## config.mk

```make
export PLATFORM = sky130hd
export DESIGN_NAME = pong_score_keeper
export DESIGN_NICKNAME = d
export VERILOG_FILES = /design/src/rtl/pong_score_keeper.sv
export SDC_FILE = /design/constraint.sdc
export NUM_CORES = 1
export LEC_CHECK = 0
export CORE_AREA = 2 2 81 114
export DETAILED_ROUTE_END_ITERATION = 8
export DIE_AREA = 0 0 83 116
export PLACE_DENSITY = 0.58
export SYNTH_ARGS = -nofsm -noshare
export SYNTH_HDL_FRONTEND = slang
export SYNTH_SLANG_ARGS = --single-unit
```

## constraint.sdc

```tcl
create_clock -name clk -period 1.4 [get_ports clk]
set_clock_uncertainty 0.05 [all_clocks]
set_input_delay 0.14 -clock clk [delete_from_list [all_inputs] [get_ports clk]]
set_output_delay 0.14 -clock clk [all_outputs]
set_load 0.03 [all_outputs]
```

## src/rtl/pong_score_keeper.sv

```systemverilog
`default_nettype none
// +--------------------------------------------------------------------+
// | pong_score_keeper: match FSM, score counters and serve gating.     |
// | Revision 1.0                                                       |
// +--------------------------------------------------------------------+
module pong_score_keeper #(
  parameter int unsigned WIN_SCORE    = 9,
  parameter int unsigned PAUSE_CYCLES = 100000000
) (
  input  logic       clk,
  input  logic       reset,
  input  logic       left_goal,
  input  logic       right_goal,
  input  logic       new_game,
  output logic [3:0] rightPlayerScore,
  output logic [3:0] leftPlayerScore,
  output logic       serve_enable,
  output logic       game_over,
  output logic [1:0] winner
);

  localparam int unsigned        CNT_W      = 27;
  localparam logic [CNT_W-1:0]   PAUSE_LAST = CNT_W'(PAUSE_CYCLES - 1);
  localparam logic [3:0]         WIN        = 4'(WIN_SCORE);

  typedef enum logic [1:0] {
    ST_IDLE  = 2'd0,
    ST_SERVE = 2'd1,
    ST_PLAY  = 2'd2,
    ST_OVER  = 2'd3
  } state_t;

  // Reset asserts immediately but releases on clk, so no flop sees a runt release.
  logic rst_meta_q, rst_q;
  always_ff @(posedge clk or posedge reset) begin
    if (reset) begin
      rst_meta_q <= 1'b1;
      rst_q      <= 1'b1;
    end else begin
      rst_meta_q <= 1'b0;
      rst_q      <= rst_meta_q;
    end
  end

  logic ng_meta_q, ng_sync_q, ng_prev_q, left_goal_q, right_goal_q;
  logic ng_pulse, lg_pulse, rg_pulse;

  always_ff @(posedge clk or posedge rst_q) begin
    if (rst_q) begin
      ng_meta_q    <= 1'b0;
      ng_sync_q    <= 1'b0;
      ng_prev_q    <= 1'b0;
      left_goal_q  <= 1'b0;
      right_goal_q <= 1'b0;
    end else begin
      ng_meta_q    <= new_game;
      ng_sync_q    <= ng_meta_q;
      ng_prev_q    <= ng_sync_q;
      left_goal_q  <= left_goal;
      right_goal_q <= right_goal;
    end
  end

  assign ng_pulse = ng_sync_q & ~ng_prev_q;
  assign lg_pulse = left_goal & ~left_goal_q;
  assign rg_pulse = right_goal & ~right_goal_q;

  state_t           state_q, state_d;
  logic [CNT_W-1:0] cnt_q, cnt_d;
  logic [3:0]       lscore_q, lscore_d, rscore_q, rscore_d;
  logic [3:0]       lscore_inc, rscore_inc;
  logic [1:0]       winner_q, winner_d;
  logic             serve_en_q, serve_en_d, game_over_q, game_over_d;

  assign lscore_inc = lscore_q + 4'd1;
  assign rscore_inc = rscore_q + 4'd1;

  always_comb begin
    state_d  = state_q;
    cnt_d    = cnt_q;
    lscore_d = lscore_q;
    rscore_d = rscore_q;
    winner_d = winner_q;
    // A restart outranks any goal seen in the same cycle.
    if (ng_pulse) begin
      state_d  = ST_SERVE;
      cnt_d    = '0;
      lscore_d = 4'd0;
      rscore_d = 4'd0;
      winner_d = 2'b00;
    end else begin
      case (state_q)
        ST_SERVE: begin
          if (cnt_q == PAUSE_LAST) begin
            cnt_d   = '0;
            state_d = ST_PLAY;
          end else begin
            cnt_d = cnt_q + 1'b1;
          end
        end
        ST_PLAY: begin
          if (lg_pulse && rg_pulse) begin
            state_d = ST_SERVE;
            cnt_d   = '0;
          end else if (lg_pulse) begin
            rscore_d = rscore_inc;
            cnt_d    = '0;
            if (rscore_inc == WIN) begin
              state_d  = ST_OVER;
              winner_d = 2'b10;
            end else begin
              state_d = ST_SERVE;
            end
          end else if (rg_pulse) begin
            lscore_d = lscore_inc;
            cnt_d    = '0;
            if (lscore_inc == WIN) begin
              state_d  = ST_OVER;
              winner_d = 2'b01;
            end else begin
              state_d = ST_SERVE;
            end
          end
        end
        default: ;
      endcase
    end
    serve_en_d  = (state_d == ST_PLAY);
    game_over_d = (state_d == ST_OVER);
  end

  always_ff @(posedge clk or posedge rst_q) begin
    if (rst_q) begin
      state_q     <= ST_IDLE;
      cnt_q       <= '0;
      lscore_q    <= 4'd0;
      rscore_q    <= 4'd0;
      winner_q    <= 2'b00;
      serve_en_q  <= 1'b0;
      game_over_q <= 1'b0;
    end else begin
      state_q     <= state_d;
      cnt_q       <= cnt_d;
      lscore_q    <= lscore_d;
      rscore_q    <= rscore_d;
      winner_q    <= winner_d;
      serve_en_q  <= serve_en_d;
      game_over_q <= game_over_d;
    end
  end

  assign leftPlayerScore  = lscore_q;
  assign rightPlayerScore = rscore_q;
  assign winner           = winner_q;
  assign serve_enable     = serve_en_q;
  assign game_over        = game_over_q;

endmodule
`default_nettype wire
```

==> impl_results.md <==
* DP Area at 3466 um2
* Combinational group share of total power at 11.0%
* Worst hold slack at 0.1055 ns
* Total of fill cells in the finished design at 798
* Final Max Tran Viols at 0
* Die H at 116 um
* Remaining Overflow, GRT at 0
* Count leader, synth: dfrtp_1
* Vias per Instance at 4.953
* All-layer global routing usage at 14.23%
* M1 GR Usage at 14.66%
* Top_reg_cell synth: dfrtp_1
* Wire per inst at 14.03 um
* Die X-Extent at 83 um
* Post-Synthesis Cell Area at 2535 um2
* CP max stage delay at 0.41 ns
* Failing checks: negative setup slack
* Met2 GRT Util at 28.01%
* Worst skew pair latency at 0.30 ns
* Placement Setup Slack at -0.6521 ns
* Result of the run: finished with violations
* Via count at 2328
* Initial antenna violation count at 0
* CP max FO at 7
* Share of cells above drive strength 1 at 42.74%
* # rows at 40
* Total internal power at 2.329 mW
* Total Wirelength at 6593 um
* Post-route cell area at 3943 um2
* Post-CTS Hold Fix Bufs at 0
* Top area cells in the synthesized netlist: dfrtp_1, xor2_1, nor2_1
* Top delay family on crit path: compound AO/OA/AOI/OAI gates
* Die ar. at 9628 um2
* Worst Setup Path Type: reg2reg
* Max clock buf depth at 2
* Core Region at 8558 um2
* Synthesized area per cell at 9.864 um2
* Sequential power share at 48.1%
* R2r startpoint: state_q[0]
* Register area share after synthesis at 47.48%
* Crit-path cells: inv_2 -> ha_4 -> nor2_4 -> a31oi_2 -> buf_6 -> o2111ai_1 -> or3_1 -> a21oi_1
* FMAX at 506.8 MHz
* Pin count of the biggest net entering global routing at 47
* Worst setup EP type: flop
* Top-area cell type share of the netlist area at 45.41%
* Post-synth ARST share at 100.0%
* Clock Power Share at 40.9%
* Dpl cells at 450
* First-pass GRT wire length at 10970 um
* GPL Wtd Cong at 0.8425
* Met3 usage at 2.707%
* Area Overhead vs Synth at 55.53%
* CTS Sinks at 48
* Post-synth EDFFs at 0
* WP buf/inv at 2
* Clock Pin Slew Worst Setup and Hold Paths at 0.06 ns
* Post-route ant nets at 0
* Setup ws final at -0.5733 ns
* Fin nets at 376
* Type of the worst min-delay path: in2async
* Worst-margin pin slew at 0.5304 ns
* Sw Pwr at 0.7328 mW
* #FFs+latches synth at 48
* Port-buffer cells at 16
* Tcrit/Tclk final at 140.9%
* Max_cap viols at 0
* CTS tree: built
* CP Launch Type: flop
* RSZ-0062 raised after global routing: true
* Vias in the first global route at 2378
* Slew HR at 64.60%
* Worst vdd ir at 0.5791 mV
* CTS Buf Count at 5
* Endpoints failing hold at 0
* Setup violations, final at 41
* Ant diodes at 0
* Crit path from: state_q[0]
* Post-synth top cells: dfrtp_1, nor2_1, a21oi_1
* Most Crowded Layer GR: met2
* Starting Density at 29.62%
* Yosys top cell by area: dfrtp_1
* Initial DRT Pass Iterations at 5
* Residual DRC at 0
* Root buf cell: clkbuf_16
* CP max-delay cell: dfrtp_1
* 1st-iter DRT viols at 89
* Data arrival, critical path at 2.15 ns
* H-tree depth at 2
* Leak pwr at 1.823 nW
* Synthesized instance count at 257
* Yosys cell types at 49
* Post-DP HPWL at 4515 um
* Power per cell area at 776.7 nW/um2
* I/O Pins at 17
* Layout Utilization at 46.07%
* Crit path required time at 1.57 ns
* Reg area at 1206 um2
* Final critical-path required period at 1.973 ns
* Area of the multi-input gates at 1506 um2
* Sw Share at 23.93%
* Post-synth net total at 269
* Yosys warns at 0
* Finished Layout Cells at 470
==> path summary, 6_finish.rpt <==
check | slack, ns | depth (start not counted) | endpoint
max | -0.57 | 8 | cnt_q[25]
min | 0.11 | 2 | rst_meta_q
max reg2reg | -0.57 | 8 | cnt_q[25]
min reg2reg | 0.26 | 2 | cnt_q[5]
max in group asynchronous | 0.80 | 2 | leftPlayerScore[1]
min in group clk | 0.23 | 1 | ng_meta_q
==> per-layer routing <==
layer  routed length, um  vias to the layer above
met5                   0                        -
met4                 161                        0
li1                    -                     1130
met3                 128                       11
met2                3788                       27
met1                2516                     1160
==> area by class of cell <==
cell class	count	share of cell area (%)
repair buffers	107	22.63
flip-flops and latches	48	30.59
multi-input cells	189	38.21
clock inverters	1	0.2222
clock buffers	7	3.618
well taps	105	3.332
inverters	13	1.396
==> metrics by stage <==
| step | setup TNS, ns | power (mW) |
|---|---|---|
| 2_1_floorplan | -17.17 | 1.659 |
| 3_3_place_gp | -19.55 | 1.815 |
| 3_5_place_dp | -19.73 | 1.827 |
| 4_1_cts | -19.68 | 3.100 |
| 5_1_grt | -23.20 | 3.204 |
| 6_report | -19.22 | 3.062 |
==> power groups by stage <==
stage	clock, mW	sequential [mW]	combinational [mW]
final	1.25	1.47	0.337
after global routing	1.35	1.48	0.375
after CTS	1.29	1.47	0.338
after detailed placement	0	1.50	0.328
after global placement	0	1.50	0.318
after floorplan	0	1.51	0.149
==> logic make-up (layout without fill, tap and decap cells) <==
| kind of cell | after synthesis | in the layout | share of synthesized area [%] |
|---|---|---|---|
| and+or+nand+nor | 100 | 100 | 22.65 |
| buffers and inverters | 20 | 128 | 3.257 |
| muxes | 2 | 2 | 0.8391 |
| DFF | 48 | 48 | 47.48 |
| xor gates and xnor gates | 19 | 19 | 6.565 |
| AOI/OAI and AO/OA | 60 | 60 | 15.60 |
| adders and majority gates | 7 | 7 | 3.455 |
| other | 1 | 1 | 0.1479 |
==> sequential cells by signal (all words and copies together) (netlist names) <==
| register | count |
|---|---|
| left_goal_q | 1 |
| state_q | 2 |
| ng_meta_q | 1 |
| winner | 2 |
| cnt_q | 27 |
| right_goal_q | 1 |
| serve_enable | 1 |
| ng_sync_q | 1 |
| rightPlayerScore | 4 |
| leftPlayerScore | 4 |
| ng_prev_q | 1 |
| rst_q | 1 |
| rst_meta_q | 1 |
| game_over | 1 |
==> repair_timing <==
action                                  in CTS  in global routing
endpoints found under the hold margin        0                  0
cloned                                       0                  0
endpoints found under the setup margin      51                 46
pin swaps                                   15                 14
gates resized for setup                     44                 35
buffers inserted                             8                  6
==> placed cells by master, fill, tap and decap left out, types with 3 or more instances in the layout <==
cell type,netlist,final
a21oi_1,16,13
a21oi_2,0,3
and3_1,8,8
and4_1,4,3
buf_4,2,75
buf_6,0,16
clkbuf_16,0,5
clkbuf_2,0,5
clkdlybuf4s50_1,0,4
dfrtp_1,46,44
dlygate4sd2_1,0,5
ha_4,0,4
inv_1,13,7
inv_2,0,4
nand2_1,11,9
nand3_1,6,5
nand4_1,4,4
nor2_1,28,27
o2111ai_1,4,4
o211ai_1,11,11
o21ai_0,14,13
o31ai_4,0,3
or3_1,11,11
xor2_1,15,15
(Power assumes the default switching activity.)
